File: config.mk
export PLATFORM = sky130hd
export DESIGN_NAME = weight_burst_loader
export DESIGN_NICKNAME = d
export VERILOG_FILES = /design/src/rtl/ldr_pkg.sv /design/src/rtl/ldr_rr_arbiter.sv /design/src/rtl/weight_burst_loader.sv
export SDC_FILE = /design/constraint.sdc
export NUM_CORES = 1
export LEC_CHECK = 0
export ABC_AREA = 1
export ABC_CLOCK_PERIOD_IN_PS = 5400
export BUFFER_PORTS_ARGS = -buffer_cell sky130_fd_sc_hd__buf_2
export CAP_MARGIN = 20
export CELL_PAD_IN_SITES_DETAIL_PLACEMENT = 1
export CELL_PAD_IN_SITES_GLOBAL_PLACEMENT = 1
export CORE_MARGIN = 2
export CORE_UTILIZATION = 35
export DETAILED_ROUTE_END_ITERATION = 8
export GPL_TIMING_DRIVEN = 0
export PLACE_DENSITY_LB_ADDON = 0.08
export REMOVE_ABC_BUFFERS = 1
export SETUP_SLACK_MARGIN = 0.1
export SYNTH_ARGS = -nofsm -noshare
export SYNTH_HDL_FRONTEND = slang
export SYNTH_SLANG_ARGS = --single-unit
File: constraint.sdc
create_clock -name clk -period 5.4 [get_ports clk]
set_clock_uncertainty 0.15 [all_clocks]
set_input_delay 0.54 -clock clk [delete_from_list [all_inputs] [get_ports clk]]
set_output_delay 0.54 -clock clk [all_outputs]
set_load 0.05 [all_outputs]
File: src/rtl/ldr_pkg.sv
// ldr_pkg: definitions shared by the weight burst loader and the weight cache clients.
// Holds the default handshake widths and the loader FSM state encoding.
package ldr_pkg;

   localparam int LDR_ADDR_W = 19;
   localparam int LDR_CNT_W  = 11;
   localparam int LDR_DATA_W = 128;

   typedef enum logic [1:0] {
      LDR_IDLE  = 2'd0,
      LDR_GRANT = 2'd1,
      LDR_ISSUE = 2'd2,
      LDR_DRAIN = 2'd3
   } ldr_state_e;

endpackage

File: src/rtl/ldr_rr_arbiter.sv
// ldr_rr_arbiter: combinational round-robin pick.
// Ports:
//   req        in  NUM_CLIENTS  request vector
//   ptr        in  PTR_W        first client to consider (0..NUM_CLIENTS-1)
//   any_req    out 1            at least one request present
//   win_onehot out NUM_CLIENTS  one-hot winner (0 when no request)
//   win_idx    out PTR_W        index of the winner
module ldr_rr_arbiter
   import ldr_pkg::*;
#(
   parameter int NUM_CLIENTS = 3,
   parameter int PTR_W       = 2
) (
   input  logic [NUM_CLIENTS-1:0] req,
   input  logic [PTR_W-1:0]       ptr,
   output logic                   any_req,
   output logic [NUM_CLIENTS-1:0] win_onehot,
   output logic [PTR_W-1:0]       win_idx
);

   logic [2*NUM_CLIENTS-1:0] req2;
   logic [NUM_CLIENTS-1:0]   rot;
   logic [PTR_W-1:0]         off;
   logic [PTR_W:0]           sum;

   // Rotate so the pointer lands on bit 0, take the lowest set bit, then un-rotate.
   always_comb begin
      req2    = {req, req};
      rot     = req2[ptr +: NUM_CLIENTS];
      any_req = |req;
      off     = '0;
      for (int k = NUM_CLIENTS - 1; k >= 0; k--) begin
         if (rot[k]) off = PTR_W'(k);
      end
      sum = {1'b0, ptr} + {1'b0, off};
      if (sum >= (PTR_W + 1)'(NUM_CLIENTS)) sum = sum - (PTR_W + 1)'(NUM_CLIENTS);
      win_idx    = sum[PTR_W-1:0];
      win_onehot = any_req ? (NUM_CLIENTS'(1) << win_idx) : '0;
   end

endmodule

File: src/rtl/weight_burst_loader.sv
// weight_burst_loader: serves ldr_* burst reads from the weight caches out of the
// single-port weight SRAM. One burst at a time, round-robin between clients.
// Ports:
//   clk, rst_n     clock, asynchronous active-low reset
//   ldr_req        per-client request level
//   ldr_grant      one-hot single-cycle grant
//   ldr_base_addr  flattened per-client base word address
//   ldr_count      flattened per-client burst length (0 allowed)
//   ldr_valid      one-hot beat strobe to the granted client
//   ldr_data       shared beat data, holds between beats
//   ldr_done       one-hot end-of-burst pulse, coincident with the last beat
//   mem_en/addr    SRAM read request; mem_en only ever high while mem_gnt is high
//   mem_gnt        SRAM port available this cycle
//   mem_rdata      SRAM data, RD_LAT cycles after an accepted mem_en
module weight_burst_loader
   import ldr_pkg::*;
#(
   parameter int NUM_CLIENTS = 3,
   parameter int ADDR_W      = LDR_ADDR_W,
   parameter int CNT_W       = LDR_CNT_W,
   parameter int DATA_W      = LDR_DATA_W,
   parameter int RD_LAT      = 2
) (
   input  logic                          clk,
   input  logic                          rst_n,
   input  logic [NUM_CLIENTS-1:0]        ldr_req,
   output logic [NUM_CLIENTS-1:0]        ldr_grant,
   input  logic [NUM_CLIENTS*ADDR_W-1:0] ldr_base_addr,
   input  logic [NUM_CLIENTS*CNT_W-1:0]  ldr_count,
   output logic [NUM_CLIENTS-1:0]        ldr_valid,
   output logic [DATA_W-1:0]             ldr_data,
   output logic [NUM_CLIENTS-1:0]        ldr_done,
   output logic                          mem_en,
   output logic [ADDR_W-1:0]             mem_addr,
   input  logic                          mem_gnt,
   input  logic [DATA_W-1:0]             mem_rdata
);

   localparam int PTR_W = (NUM_CLIENTS > 1) ? $clog2(NUM_CLIENTS) : 1;

   ldr_state_e             state, state_nxt;
   logic [PTR_W-1:0]       rr_ptr, idx_r, win_idx;
   logic [NUM_CLIENTS-1:0] win_onehot, idx_oh;
   logic                   any_req;
   logic [ADDR_W-1:0]      addr_r;
   logic [CNT_W-1:0]       cnt_r, issue_cnt;
   logic                   last_issue, lst_p0, zero_p;
   logic [RD_LAT:1]        vld_p, lst_p;

   ldr_rr_arbiter #(
      .NUM_CLIENTS(NUM_CLIENTS),
      .PTR_W      (PTR_W)
   ) u_arb (
      .req       (ldr_req),
      .ptr       (rr_ptr),
      .any_req   (any_req),
      .win_onehot(win_onehot),
      .win_idx   (win_idx)
   );

   assign idx_oh   = NUM_CLIENTS'(1) << idx_r;
   assign mem_addr = addr_r;

   always_ff @(posedge clk or negedge rst_n) begin
      if (!rst_n) state <= LDR_IDLE;
      else        state <= state_nxt;
   end

   always_comb begin
      state_nxt = state;
      case (state)
         LDR_IDLE:  if (any_req) state_nxt = LDR_GRANT;
         LDR_GRANT: state_nxt = (cnt_r == '0) ? LDR_DRAIN : LDR_ISSUE;
         LDR_ISSUE: if (lst_p0) state_nxt = LDR_DRAIN;
         LDR_DRAIN: if (|ldr_done) state_nxt = LDR_IDLE;
         default:   state_nxt = LDR_IDLE;
      endcase
   end

   // Stage p0: read issue. mem_en is qualified by mem_gnt in the same cycle so a
   // withheld port never sees a request and the beat counter simply stalls.
   always_comb begin
      mem_en     = (state == LDR_ISSUE) && mem_gnt;
      last_issue = (issue_cnt + CNT_W'(1)) == cnt_r;
      lst_p0     = mem_en && last_issue;
   end

   always_ff @(posedge clk or negedge rst_n) begin
      if (!rst_n) begin
         rr_ptr    <= '0;
         idx_r     <= '0;
         addr_r    <= '0;
         cnt_r     <= '0;
         issue_cnt <= '0;
         zero_p    <= 1'b0;
         vld_p     <= '0;
         lst_p     <= '0;
         ldr_grant <= '0;
         ldr_valid <= '0;
         ldr_done  <= '0;
         ldr_data  <= '0;
      end else begin
         ldr_grant <= '0;
         if (state == LDR_IDLE && any_req) begin
            idx_r     <= win_idx;
            addr_r    <= ldr_base_addr[win_idx*ADDR_W +: ADDR_W];
            cnt_r     <= ldr_count[win_idx*CNT_W +: CNT_W];
            issue_cnt <= '0;
            ldr_grant <= win_onehot;
         end
         if (state == LDR_GRANT) begin
            rr_ptr <= (idx_r == PTR_W'(NUM_CLIENTS - 1)) ? '0 : idx_r + PTR_W'(1);
         end
         if (mem_en) begin
            addr_r    <= addr_r + ADDR_W'(1);
            issue_cnt <= issue_cnt + CNT_W'(1);
         end
         // Empty burst: no beat ever travels the pipe, so done is produced from the
         // grant cycle directly, two cycles after the grant pulse.
         zero_p <= (state == LDR_GRANT) && (cnt_r == '0);

         // Stages p1..pRD_LAT: {valid,last} track the SRAM read latency.
         vld_p[1] <= mem_en;
         lst_p[1] <= lst_p0;
         for (int k = RD_LAT; k >= 2; k--) begin
            vld_p[k] <= vld_p[k-1];
            lst_p[k] <= lst_p[k-1];
         end

         // Output stage: register the SRAM word alongside its strobes.
         ldr_valid <= '0;
         ldr_done  <= '0;
         if (vld_p[RD_LAT]) begin
            ldr_valid <= idx_oh;
            ldr_data  <= mem_rdata;
            if (lst_p[RD_LAT]) ldr_done <= idx_oh;
         end
         if (zero_p) ldr_done <= idx_oh;
      end
   end

endmodule
==> summary.txt <==
Setup path
  • Crit-path max FO: 24
  • Crit path arrival time: around 5 ns
  • Critical Path Slowest Stage Cell: nand2_1
  • CP top delay family: simple AND/OR/NAND/NOR gates
  • Startpoint types: register
  • Worst Path Buf+Inv: 6
  • Critical-path cell list: o21ai_0 > nand2_1 > o21ai_0 > inv_1 > nor2_1 > ha_1 > inv_1 > fa_1 > inv_1 > ha_1 > inv_1 > nand3b_1 > nand2_1 > inv_2 > nor3_1 > buf_4 > a22oi_1 > nand2_1
  • Slowest stage delay, CP: ~0.75 ns
  • Crit path required time: between 5 and 6 ns
  • Critical path class: register to register
  • Crit-path most repeated cell: inv_1
  • CP endpoint kind: register

GRT
  • Global-route wire length before repair: ~48000 um
  • Number of global-route vias before repair: roughly 8600
  • Grt total ovfl: 0
  • Largest net degree at the start of global routing: a little over 100
  • Total GRT Usage: between 20% and 30%
  • Antenna violations before repair: 12

Final layout
  • Area of the multi-input gates: around 3500 sq um
  • Commonest non-fill, non-tap cells in the layout: nand2_1, buf_2, dfrtp_1, inv_1, o21ai_0
  • Commonest non-fill, non-tap cell in the layout: nand2_1
  • Non-Filler Instances: between 1500 and 2000
  • Layout fillers: 3127
  • Layout cell share with drive strength beyond 1: a little under a third
  • FF/Latch Area: 4730 sq um
  • Area Growth Syn to Fin: 32.8%
  • Layout Nets: 1674

Placed design
  • Routability cong.: between 0.7 and 0.8
  • Placed cell count: around 1700
  • Setup WS pre-CTS: around 0.36 ns
  • HPWL after DPL: roughly 23000 um
  • Port Buf Inserts: between 300 and 400

STA
  • Worst setup margin: between 0.6 and 0.7 ns
  • RSZ-0062 raised after global routing: no
  • Final worst path period need: between 4 and 5 ns
  • Relative slew slack: between 30 and 40%
  • Max frequency: ~0.21 GHz
  • Tcrit/Tclk final: between 80 and 90%
  • Worst Hold Slack: -0.0303 ns
  • Setup violations, final: 0
  • Worst-Margin Slew: roughly 1.0 ns
  • Final Hold Vio Count: 4
  • Slew Limit Fails: 0

Die
  • Initial Util: 35.7%
  • Die area: 26100 sq um
  • Die Ht: between 150 and 200 um
  • Core ar.: 24300 sq um
  • Row count: 57
  • # IOs: about 380
  • Die width: 162 um

Clock network
  • Root buffer cell: clkbuf_16
  • CTS tree: built
  • Clock Sinks: ~190
  • Post-cts resize count: 0
  • Clk slew on worst S/H paths: about 0.080 ns
  • Cts hold-fix bufs: 0
  • Post-CTS Setup Bufs: 0
  • Num CTS Buffers: 17
  • Clock Latency Late Sink: ~0.43 ns
  • Max Root-Sink Buffers: 2
  • H-tree Lvls: 4

Drt
  • TritonRoute pass-1 iters: 4
  • Routed vias: roughly 8600
  • WL final: ~31000 um
  • Avg WL per Cell: 17.3 um
  • Initial DRC count: 480
  • Drt drc: 0
  • Post-route ant nets: 0
  • Routed vias/inst: roughly 4.8

Yosys
  • Post-synthesis cell area: slightly below 9000 sq um
  • Synth unique cells: 42
  • #FFs+latches synth: approximately 190
  • Ys Warns: 0
  • Leading area contributor after synthesis: dfrtp_1
  • Post-synthesis area per instance: roughly 8 sq um
  • Post-Syn Instances: ~1100
  • Top area cells in the synthesized netlist: dfrtp_1, nand2_1, o21ai_0
  • Register area share after synthesis: a little over half
  • Top cell type's share of synthesized area: 54.5%

Outcome
  • Failing checks: negative hold slack
  • Status: finished with violations

Job
  • Max-Cap Viols: 0

Pwr
  • Clk pwr share: ~14%
  • Sequential power share: a little over a quarter
  • Sw frac: a little under three fifths
  • Gate power share: roughly three fifths
  • Leakage: around 6.4 nW
  • Power, Total: about 9.1 mW
  • Pwr Density: between 700 and 800 nW/um^2
  • Int Pwr: about 4 mW
  • Peak supply drop: about 0.00037 V
  • Switch Pwr: around 5.1 mW

Worst hold path
  • Hold crit path type: input pin to asynchronous set/reset pin
## per-layer routing
layer  up-vias  track usage (%)  share of wire (%)
li1       4172                -                  -
met2       243             41.3                 51
met3        30             5.68                6.1
met4         4             7.59                1.6
met5         -                0              0.071
met1      4132             28.3                 41
## state kept, by name (all words and copies together), names as in the netlist
name / flops
ldr_done: 3
rr_ptr: 2
state: 2
lst_p: 2
mem_addr: 19
issue_cnt: 11
ldr_data: 128
zero_p: 1
cnt_r: 11
vld_p: 2
idx_r: 2
ldr_valid: 3
ldr_grant: 3
## cells by family (layout without fill, tap and decap cells)
| kind of cell | after synthesis | count (layout) | share of synthesized area, % |
|---|---|---|---|
| flops | 189 | 189 | 54.5 |
| mux | 1 | 1 | 0.115 |
| other cells | 0 | 10 | 0 |
| simple gates | 634 | 634 | 29.6 |
| xor+xnor | 4 | 4 | 0.403 |
| compound gates | 136 | 136 | 9.12 |
| buf+inv | 112 | 481 | 4.97 |
| fa+ha+maj | 9 | 9 | 1.38 |
## final timing paths
check / start / to / slack (ns) / depth (start not counted)
setup / recovery: rr_ptr[0] / cnt_r[6] / 0.66 / 18
hold / removal: rst_n / mem_addr[13] / -0.03 / 1
setup reg to reg: rr_ptr[0] / cnt_r[6] / 0.66 / 18
hold reg to reg: vld_p[1] / vld_p[2] / 0.21 / 0
max in group asynchronous: rst_n / ldr_valid[0] / 4.13 / 2
min in group clk: mem_rdata[50] / ldr_data[50] / 0.15 / 3
## worst register-to-register path, cell delays in order, from the launching register on
cell and delay (ns):
dfrtp_1 0.45, o21ai_0 0.27, nand2_1 0.07, o21ai_0 0.11
inv_1 0.07, nor2_1 0.09, ha_1 0.15, inv_1 0.05
fa_1 0.51, inv_1 0.05, ha_1 0.17, inv_1 0.06
nand3b_1 0.10, nand2_1 0.75, inv_2 0.45, nor3_1 0.74
buf_4 0.28, a22oi_1 0.08, nand2_1 0.11
## power by group through the flow
stage	clock network, mW	logic (mW)	registers, mW
2_1_floorplan	0	1.88	4.41
3_3_place_gp	0	5.32	2.52
3_5_place_dp	0	5.40	2.53
4_1_cts	1.32	5.42	2.50
5_1_grt	1.37	5.85	2.59
6_report	1.29	5.35	2.50
## synthesized netlist by cell type (all sizes together)
master  number
mux2i        1
nand4        7
clkinv       1
fa           1
nand3       35
a22o         1
nand2      514
xor2         3
or2          2
and3b        1
ha           8
o311ai       1
xnor2        1
o21ai       64
o22ai        6
inv         64
nor3        12
nor4         4
o211ai       3
o21bai       4
o32ai        2
clkbuf      33
a22oi       23
dfrtp      189
nor2        57
o211a        1
a21oi       28
o31ai        1
a31oi        2
nand3b       2
buf         14
## cell type report
type | instances | area share (%)
Sequential cell | 189 | 41.0
Multi-Input combinational cell | 784 | 30.5
Timing Repair Buffer | 384 | 17.3
Clock buffer | 18 | 3.72
Tap cell | 324 | 3.51
Inverter | 65 | 2.16
Clock inverter | 14 | 1.47
Antenna cell | 10 | 0.217
## stage by stage
| stage | util [%] | area (sq um) | setup TNS [ns] |
|---|---|---|---|
| detailed placement | 44.9 | 10900 | 0 |
| finish | 47.4 | 11500 | 0 |
| CTS | 47.3 | 11500 | 0 |
| global placement | 44.4 | 10800 | -567.51 |
| global route | 47.4 | 11500 | 0 |
| floorplan | - | 8500 | -32.20 |
(Power assumes the default switching activity.)
